$ cat config.mk
export PLATFORM = sky130hd
export DESIGN_NAME = otl_trx_router
export DESIGN_NICKNAME = d
export VERILOG_FILES = /design/src/rtl/otl_trx_pkg.sv /design/src/rtl/otl_trx_decode.sv /design/src/rtl/otl_trx_router.sv
export SDC_FILE = /design/constraint.sdc
export NUM_CORES = 1
export LEC_CHECK = 0
export ABC_AREA = 1
export CAP_MARGIN = 30
export CORE_AREA = 2 2 184 186
export DETAILED_ROUTE_END_ITERATION = 16
export DIE_AREA = 0 0 186 188
export GPL_TIMING_DRIVEN = 1
export PLACE_DENSITY = 0.53
export SYNTH_ARGS = -nofsm -noshare
export SYNTH_HDL_FRONTEND = slang
export SYNTH_SLANG_ARGS = --single-unit
export TNS_END_PERCENT = 20
$ cat constraint.sdc
create_clock -name clk -period 3.7 [get_ports clk]
set_input_delay 0.74 -clock clk [delete_from_list [all_inputs] [get_ports clk]]
set_output_delay 0.74 -clock clk [all_outputs]
set_load 0.05 [all_outputs]
$ cat src/rtl/otl_trx_pkg.sv
// Shared types and constants for the transceiver register-bus router.
package otl_trx_pkg;

  typedef enum logic {
    W_IDLE,
    W_FWD
  } wr_state_t;

  typedef enum logic [1:0] {
    R_IDLE,
    R_REQ,
    R_WAIT,
    R_RSP
  } rd_state_t;

  // Bit positions inside err_status
  localparam int ERR_DEC = 0;
  localparam int ERR_TMO = 1;

  localparam logic [31:0] ERRDATA_DEFAULT = 32'hDEAD_BEEF;

endpackage

$ cat src/rtl/otl_trx_decode.sv
// Address decoder: extracts the target-select field and flags whether it
// addresses an existing target.
module otl_trx_decode
  import otl_trx_pkg::*;
#(
  parameter int ADDRW  = 12,
  parameter int SELLSB = 9,
  parameter int SELW   = 3,
  parameter int NTGT   = 4
) (
  input  logic [ADDRW-1:0] addr,
  output logic [SELW-1:0]  sel,
  output logic             mapped
);

  // Bits outside the select field are intentionally ignored here
  logic unused_addr;
  assign unused_addr = ^addr;

  assign sel    = addr[SELLSB+SELW-1:SELLSB];
  assign mapped = (32'(sel) < NTGT);

endmodule

$ cat src/rtl/otl_trx_router.sv
// Register-bus router: one core-side register port fanned out to NTGT
// targets through registered valid/ready handshakes. Independent write and
// read FSMs; unmapped accesses are answered locally with an error.
// Optional feature macro: OTL_TRX_ROUTER_TIMEOUT_EN (read timeout counter).
module otl_trx_router
  import otl_trx_pkg::*;
#(
  parameter int ADDRW   = 12,
  parameter int DATAW   = 32,
  parameter int NTGT    = 4,
  parameter int SELLSB  = 9,
  parameter int SELW    = 3,
  parameter int TIMEOUT = 255,
  parameter logic [DATAW-1:0] ERRDATA = DATAW'(ERRDATA_DEFAULT)
) (
  input  logic                  clk,
  input  logic                  reset,
  input  logic [DATAW-1:0]      s_wrdata,
  input  logic [ADDRW-1:0]      s_wraddr,
  input  logic                  s_wrvalid,
  output logic                  s_wrready,
  input  logic [ADDRW-1:0]      s_rdaddr,
  input  logic                  s_rdaddrvalid,
  output logic                  s_rdaddrready,
  output logic [DATAW-1:0]      s_rddata,
  output logic                  s_rdvalid,
  input  logic                  s_rdready,
  output logic [NTGT*DATAW-1:0] m_wrdata,
  output logic [NTGT*ADDRW-1:0] m_wraddr,
  output logic [NTGT-1:0]       m_wrvalid,
  input  logic [NTGT-1:0]       m_wrready,
  output logic [NTGT*ADDRW-1:0] m_rdaddr,
  output logic [NTGT-1:0]       m_rdaddrvalid,
  input  logic [NTGT-1:0]       m_rdaddrready,
  input  logic [NTGT*DATAW-1:0] m_rddata,
  input  logic [NTGT-1:0]       m_rdvalid,
  output logic [NTGT-1:0]       m_rdready,
  output logic [1:0]            err_status,
  input  logic                  err_clr
);

  localparam int IDXW = (NTGT > 1) ? $clog2(NTGT) : 1;

  logic [SELW-1:0]  wr_sel;
  logic [SELW-1:0]  rd_sel;
  logic             wr_mapped;
  logic             rd_mapped;
  logic             wr_acc;
  logic             rd_acc;
  logic             dec_err;
  logic             tmo_hit;

  wr_state_t        wr_state;
  logic [ADDRW-1:0] wr_addr_q;
  logic [DATAW-1:0] wr_data_q;
  logic [IDXW-1:0]  wr_idx;

  rd_state_t        rd_state;
  logic [ADDRW-1:0] rd_addr_q;
  logic [IDXW-1:0]  rd_idx;
  logic [DATAW-1:0] rd_slice [NTGT];

  otl_trx_decode #(
    .ADDRW (ADDRW),
    .SELLSB(SELLSB),
    .SELW  (SELW),
    .NTGT  (NTGT)
  ) u_wr_dec (
    .addr  (s_wraddr),
    .sel   (wr_sel),
    .mapped(wr_mapped)
  );

  otl_trx_decode #(
    .ADDRW (ADDRW),
    .SELLSB(SELLSB),
    .SELW  (SELW),
    .NTGT  (NTGT)
  ) u_rd_dec (
    .addr  (s_rdaddr),
    .sel   (rd_sel),
    .mapped(rd_mapped)
  );

  assign wr_acc  = s_wrready & s_wrvalid;
  assign rd_acc  = s_rdaddrready & s_rdaddrvalid;
  assign dec_err = (wr_acc & ~wr_mapped) | (rd_acc & ~rd_mapped);

  // Address/data go to every target slice; only the selected valid is raised
  assign m_wrdata = {NTGT{wr_data_q}};
  assign m_wraddr = {NTGT{wr_addr_q}};
  assign m_rdaddr = {NTGT{rd_addr_q}};

  for (genvar g = 0; g < NTGT; g++) begin : g_slice
    assign rd_slice[g] = m_rddata[g*DATAW +: DATAW];
  end

`ifdef OTL_TRX_ROUTER_TIMEOUT_EN
  localparam int CNTW = $clog2(TIMEOUT + 1);
  logic [CNTW-1:0] tmo_cnt;

  // Fires only when the outstanding phase would otherwise stall this cycle
  assign tmo_hit = (tmo_cnt == CNTW'(TIMEOUT - 1)) &&
                   (((rd_state == R_REQ)  && !m_rdaddrready[rd_idx]) ||
                    ((rd_state == R_WAIT) && !m_rdvalid[rd_idx]));

  // Cycle counter: held at zero while idle so it starts fresh on R_REQ entry
  always_ff @(posedge clk) begin
    if (reset) begin
      tmo_cnt <= '0;
    end else if (rd_state == R_REQ || rd_state == R_WAIT) begin
      tmo_cnt <= tmo_cnt + 1'b1;
    end else begin
      tmo_cnt <= '0;
    end
  end
`else
  logic unused_tmo;
  assign unused_tmo = ^TIMEOUT;
  assign tmo_hit    = 1'b0;
`endif

  // Write payload capture on every accepted write
  always_ff @(posedge clk) begin
    if (wr_acc) begin
      wr_addr_q <= s_wraddr;
      wr_data_q <= s_wrdata;
      wr_idx    <= wr_sel[IDXW-1:0];
    end
  end

  // Write FSM with registered handshake outputs
  always_ff @(posedge clk) begin
    if (reset) begin
      wr_state  <= W_IDLE;
      s_wrready <= 1'b0;
      m_wrvalid <= '0;
    end else begin
      case (wr_state)
        W_IDLE: begin
          if (wr_acc) begin
            if (wr_mapped) begin
              wr_state  <= W_FWD;
              s_wrready <= 1'b0;
              m_wrvalid <= NTGT'(1) << wr_sel[IDXW-1:0];
            end
          end else begin
            s_wrready <= 1'b1;
          end
        end
        W_FWD: begin
          if (m_wrready[wr_idx]) begin
            wr_state  <= W_IDLE;
            s_wrready <= 1'b1;
            m_wrvalid <= '0;
          end
        end
        default: begin
          wr_state  <= W_IDLE;
          s_wrready <= 1'b0;
          m_wrvalid <= '0;
        end
      endcase
    end
  end

  // Read request capture on every accepted read address
  always_ff @(posedge clk) begin
    if (rd_acc) begin
      rd_addr_q <= s_rdaddr;
      rd_idx    <= rd_sel[IDXW-1:0];
    end
  end

  // Read FSM with registered handshake outputs and response data
  always_ff @(posedge clk) begin
    if (reset) begin
      rd_state      <= R_IDLE;
      s_rdaddrready <= 1'b0;
      s_rdvalid     <= 1'b0;
      s_rddata      <= '0;
      m_rdaddrvalid <= '0;
      m_rdready     <= '0;
    end else begin
      case (rd_state)
        R_IDLE: begin
          if (rd_acc) begin
            s_rdaddrready <= 1'b0;
            if (rd_mapped) begin
              rd_state      <= R_REQ;
              m_rdaddrvalid <= NTGT'(1) << rd_sel[IDXW-1:0];
            end else begin
              rd_state  <= R_RSP;
              s_rddata  <= ERRDATA;
              s_rdvalid <= 1'b1;
            end
          end else begin
            s_rdaddrready <= 1'b1;
          end
        end
        R_REQ: begin
          if (m_rdaddrready[rd_idx]) begin
            rd_state      <= R_WAIT;
            m_rdaddrvalid <= '0;
            m_rdready     <= NTGT'(1) << rd_idx;
          end else if (tmo_hit) begin
            rd_state      <= R_RSP;
            m_rdaddrvalid <= '0;
            s_rddata      <= ERRDATA;
            s_rdvalid     <= 1'b1;
          end
        end
        R_WAIT: begin
          if (m_rdvalid[rd_idx]) begin
            rd_state  <= R_RSP;
            m_rdready <= '0;
            s_rddata  <= rd_slice[rd_idx];
            s_rdvalid <= 1'b1;
          end else if (tmo_hit) begin
            rd_state  <= R_RSP;
            m_rdready <= '0;
            s_rddata  <= ERRDATA;
            s_rdvalid <= 1'b1;
          end
        end
        R_RSP: begin
          if (s_rdready) begin
            rd_state      <= R_IDLE;
            s_rdvalid     <= 1'b0;
            s_rdaddrready <= 1'b1;
          end
        end
        default: begin
          rd_state      <= R_IDLE;
          s_rdaddrready <= 1'b0;
          s_rdvalid     <= 1'b0;
          m_rdaddrvalid <= '0;
          m_rdready     <= '0;
        end
      endcase
    end
  end

  // Sticky error flags; a new error in the clearing cycle survives the clear
  always_ff @(posedge clk) begin
    if (reset) begin
      err_status <= '0;
    end else begin
      err_status[ERR_DEC] <= (err_status[ERR_DEC] & ~err_clr) | dec_err;
      err_status[ERR_TMO] <= (err_status[ERR_TMO] & ~err_clr) | tmo_hit;
    end
  end

endmodule

==> qor.yml, run 1 <==
grt:
  grt_max_degree: 55
  gr-total-overflow: 0
  grt_pass1_wl_um: 34000
  grt_pass1_vias: 5636
  grt_use_total_pct: 13.1
  antenna_found_initial: 0
synthesis:
  yosysWarnings: 0
  syn_nets: 1018
  avgSynthCellArea_um2: 7.76
  ys_seq_area_share_pct: 43.3
  synthDistinctLibCells: 23
  synth_area_um2: 6290
  ys_ff_latch: 108
  syn-instance-count: 811
cells_and_area:
  stdcell_count: 1558
  diodes: 0
  syn2layout_area_growth_pct: 67.6
  drive_gt1_share_pct: 3.06
  final_common_cell: "clkdlybuf4s50_1"
  fin_nets: 1312
  final_cell_mix: "clkdlybuf4s50_1, nand2_1, nor2_1"
clock_tree:
  tritoncts: "built"
  cts.sinks: 108
  clkTransAtPathRegs_ns: 0.08
  root_buffer: "clkbuf_16"
  holdBufCountCts: 0
  clockBufferDepth: 2
  ctsResizeCount: 0
  numCtsBuffers: 9
  htreeDepth: 3
  clk_latency_ns: 0.37
  cts_setup_buffers: 0
routing:
  wl_per_cell_um: 15.2
  vias: 5955
  drt_iter0_markers: 209
  drc: 0
  drt-vias-per-instance: 3.82
  wl_um: 23700
  postRouteAntennaNets: 0
  drt_pass1_iterations: 4
sta:
  rsz0062_at_grt: "no"
  fin_crit_sh_pct: 78.3
  fin_skew_ns: 0.0131
  finalMaxSlewViolations: 0
  fin_crit_ns: 2.90
  setup_slack_ns: 0.801
  setup_tns_ns: 0
  setup_viol_count_final: 0
  slew_headroom_pct: 38.6
  tightest_slew_ns: 0.915
  fmax_mhz: 345
  hold_ws_ns: 0.448
  hold_violations: 0
power:
  p_leak_uw: 0.00412
  peakVddDrop_uv: 320
  power.density_nw_per_um2: 498
critical_path:
  crit_start: "rd_addr_q[10]$_DFFE_PN_"
  worst_setup_path_start_kind: "flip-flop"
  critPathCaptureType: "primary output"
  rr_worst_depth: 8
  worstSetupPathType: "flip-flop to primary output"
  rrSetupSlack_ns: 0.86
  slowest_stage: "clkdlybuf4s50_1"
  regToRegEndpoint: "s_rddata[31]$_SDFFE_PP0P_"
  critPathTopFamily: "buffers and inverters"
  crit_chain: "clkdlybuf4s50_1"
  worstPathMaxFanout: 19
  worst_ep_required_time_ns: 2.96
  slowest_delay_ns: 0.94
  cp.arrival_ns: 2.16
  cp.buffers_inverters: 1
  reg2reg_from: "rd_addr_q[10]$_DFFE_PN_"
floorplanning:
  die_x_um: 186
  ioPinCount: 475
  fp-row-count: 67
  dieArea_um2: 35000
  core_um2: 33100
  initial_utilization_pct: 19.0
  die_y_um: 188
placement:
  pre_cts_slack_ns: 0.850
  placedCellCount: 1542
  place_congestion: 0.796
  port_buffers: 474
  hpwl_um: 19100
outcome:
  run_status: "completed"
worst_hold_path:
  worstHoldEndpoint: "err_status[1]$_SDFF_PP0_"
  hold-path-cell-count: 2
  hold_start: "err_status[1]$_SDFF_PP0_"
  min_path_type: "flip-flop to flip-flop"
run:
  cap_violations: 0
## state kept, by name, indices dropped and copies added (netlist names)
signal	flops
s_rdvalid	1
m_wrvalid	4
s_wrready	1
rd_addr_q	12
m_rdready	4
s_rddata	32
m_rdaddrvalid	4
wr_addr_q	12
wr_state	1
rd_state	2
err_status	2
wr_data_q	32
s_rdaddrready	1
## per-stage QoR
step	utilization, %	cell area [um2]	total power [uW]
detailed placement	31.0	10200	4300
CTS	31.9	10500	5330
global placement	31.0	10200	4290
global route	31.9	10500	5590
floorplan	-	6290	3480
finish	31.9	10500	5250
## Yosys cell counts
master	number	area, um2
dfxtp_1	52	1040
nand4_1	35	219
a311oi_1	1	8.76
nand3_1	20	100
buf_6	2	22.5
inv_1	55	206
ha_1	5	62.6
clkinv_1	3	11.3
nor2_2	3	18.8
buf_1	2	7.51
clkbuf_1	14	52.6
nor3_1	6	30.0
nand2_1	254	953
or2_2	1	6.26
edfxtp_1	56	1680
o21ai_0	7	35.0
nor2_1	67	251
a21oi_1	38	190
nand3_2	1	10.0
buf_4	171	1280
buf_2	11	55.1
a22oi_1	5	37.5
inv_2	2	7.51
## kinds of logic (layout without fill, tap and decap cells)
| family | count (synthesis) | after routing | share of synthesized area, % |
|---|---|---|---|
| flip-flops | 108 | 108 | 43.3 |
| adder cells (fa/ha/maj) | 5 | 5 | 0.994 |
| AO/OA/AOI/OAI | 51 | 51 | 4.31 |
| buffers and inverters | 260 | 559 | 26.2 |
| AND/OR/NAND/NOR | 387 | 387 | 25.3 |
## routing by layer
metal / global-route usage, % / wire length (um)
met4: 3.24 / 278
met1: 14.5 / 9280
met3: 3.42 / 1750
met5: 0 / 0
met2: 24.4 / 12400
## report_power, final
group / switching, uW / internal (uW)
Sequential: 132 / 1450
Combinational: 1780 / 898
Clock: 519 / 481
## layout make-up
class | count | area, um2
clock buffers | 9 | 225
inverters | 60 | 225
flip-flops and latches | 108 | 2720
multi-input cells | 443 | 1930
fillers | 3485 | 22600
well taps | 448 | 561
clock inverters | 7 | 75.1
repair buffers | 483 | 4810
## worst reg2reg max path, cell delays in order, from the launching register on
cell      delay (ns)
edfxtp_1        0.85
inv_1           0.43
nand2_1         0.19
nand3_2         0.34
nand3_2         0.21
buf_4           0.45
nand2_1         0.15
nand2_1         0.08
nor2_1          0.04
## worst max path at each step
stage                                      to  slack [ns]  cells after the start
finish                           m_rdaddr[46]        0.80                      1
global route        s_rddata[12]$_SDFFE_PP0P_        0.45                      8
CTS                              m_rdaddr[46]        0.77                      1
detailed placement   s_rddata[6]$_SDFFE_PP0P_        0.85                      8
global placement    s_rddata[31]$_SDFFE_PP0P_        0.91                      8
floorplan              wr_addr_q[0]$_DFFE_PP_        1.60                      2
(Power assumes the default switching activity.)
==> run 2: changes to the inputs <==
==> constraint.sdc (replaced) <==
create_clock -name clk -period 2.8 [get_ports clk]
set_input_delay 0.56 -clock clk [delete_from_list [all_inputs] [get_ports clk]]
set_output_delay 0.56 -clock clk [all_outputs]
set_load 0.05 [all_outputs]
==> run 2 against run 1 <==
  * Count of clock-buffer cells in the layout unchanged
  * Sequential power rose by 31%
  * Combinational power is 34% higher
  * Via count is 0.52% higher
  * Setup slack worse by 0.36 ns
  * Highest routed layer unchanged
  * Clock power increased by 32%
  * Sequential share of layout area down 0.091 points
  * Largest power group unchanged
  * Sequential cell count stayed put
  * Worst hold slack worse by 0.0011 ns
  * Critical path depth unchanged
==> qor.yml, run 2 (synthesized netlist as in run 1, its figures left out) <==
sta:
  setup_tns_ns: 0
  slew_headroom_pct: 45.0
  fin_crit_sh_pct: 84.2
  fin_skew_ns: 0.0139
  setup_slack_ns: 0.443
  finalMaxSlewViolations: 0
  setup_viol_count_final: 0
  fin_crit_ns: 2.36
  fmax_mhz: 424
  rsz0062_at_grt: "no"
  hold_violations: 0
  tightest_slew_ns: 0.825
  hold_ws_ns: 0.447
grt:
  gr-total-overflow: 0
  grt_pass1_wl_um: 33800
  grt_max_degree: 57
  grt_use_total_pct: 13.0
  grt_pass1_vias: 5667
  antenna_found_initial: 0
power:
  power.density_nw_per_um2: 658
  p_leak_uw: 0.00414
  peakVddDrop_uv: 281
worst_hold_path:
  min_path_type: "flip-flop to flip-flop"
cells_and_area:
  final_common_cell: "clkdlybuf4s50_1"
  top_regs: "s_rddata: 32 flops, wr_data_q: 32 flops"
  seq_area_um2: 2720
  diodes: 0
  syn2layout_area_growth_pct: 68.2
  drive_gt1_share_pct: 3.68
  fin_nets: 1315
  nFillCells: 3467
  final_cell_mix: "clkdlybuf4s50_1, nand2_1, nor2_1"
  multi_input_area_um2: 1930
placement:
  pre_cts_slack_ns: 0.494
  hpwl_um: 19000
  port_buffers: 474
  place_congestion: 0.747
routing:
  wl_per_cell_um: 15.2
  drt_iter0_markers: 240
  vias: 5986
  wl_um: 23700
  postRouteAntennaNets: 0
  drc: 0
  drt_pass1_iterations: 6
  drt-vias-per-instance: 3.83
floorplanning:
  fp-row-count: 67
  initial_utilization_pct: 19.0
  dieArea_um2: 35000
  die_x_um: 186
  core_um2: 33100
  die_y_um: 188
  ioPinCount: 475
clock_tree:
  htreeDepth: 3
  cts_setup_buffers: 0
  clk_latency_ns: 0.37
  cts.sinks: 108
  tritoncts: "built"
  numCtsBuffers: 9
  root_buffer: "clkbuf_16"
  holdBufCountCts: 0
  clkTransAtPathRegs_ns: 0.08
  clockBufferDepth: 2
  ctsResizeCount: 0
critical_path:
  slowest_stage: "clkdlybuf4s50_1"
  worstSetupPathType: "flip-flop to primary output"
  worstPathMaxFanout: 4
  worst_ep_required_time_ns: 2.24
  cp.arrival_ns: 1.80
  worst_setup_path_start_kind: "flip-flop"
  critPathCaptureType: "primary output"
  slowest_delay_ns: 0.94
  cp.buffers_inverters: 1
  critPathTopFamily: "buffers and inverters"
  crit_chain: "clkdlybuf4s50_1"
run:
  cap_violations: 0
outcome:
  run_status: "completed"
run 2: cell count changes in the layout (fill, tap and decap cells not counted), sizes merged:
| cell | change |
|---|---|
| clkdlybuf4s50 | -4 |
| buf | +7 |
run 2: final timing paths:
path	slack, ns	cells after the start	endpoint	from
setup reg to reg	0.74	9	m_rdready[0]$_SDFFE_PP0P_	rd_addr_q[10]$_DFFE_PN_
setup / recovery	0.44	1	m_wrdata[76]	wr_data_q[12]$_DFFE_PP_
hold / removal	0.45	2	err_status[1]$_SDFF_PP0_	err_status[1]$_SDFF_PP0_
hold reg to reg	0.45	2	err_status[1]$_SDFF_PP0_	err_status[1]$_SDFF_PP0_
run 2: cell type report:
type                    count  area share, %
clock buffers               9           2.13
well taps                 448           5.29
multi-input cells         443           18.2
flip-flops and latches    108           25.7
repair buffers            486           45.8
clock inverters             7          0.709
inverters                  60           2.13
run 2: power by group:
group	switching, uW	internal, uW
Sequential	159	1910
Combinational	2360	1220
Clock	686	635
Total	3210	3760
run 2: per-stage QoR:
stage	cell area [um2]	util (%)	total power [uW]	cells
floorplan	6290	-	4600	811
global placement	10300	31.1	5700	1545
detailed placement	10300	31.1	5720	1545
CTS	10600	32.0	7110	1561
global route	10600	32.0	7430	1561
finish	10600	32.0	6970	1561
run 2: layer usage:
layer	routed length (um)	GRT usage, %	up-vias
met5	0	0	-
met4	225	3.12	0
met3	1980	3.83	10
met2	12500	24.5	259
met1	8940	14.1	2712
li1	-	-	3005
run 2: tightest hold or removal path: stages, from the launching register on:
cell and delay (ns):
dfxtp_1 0.32, nand2_1 0.06, nor2_1 0.03
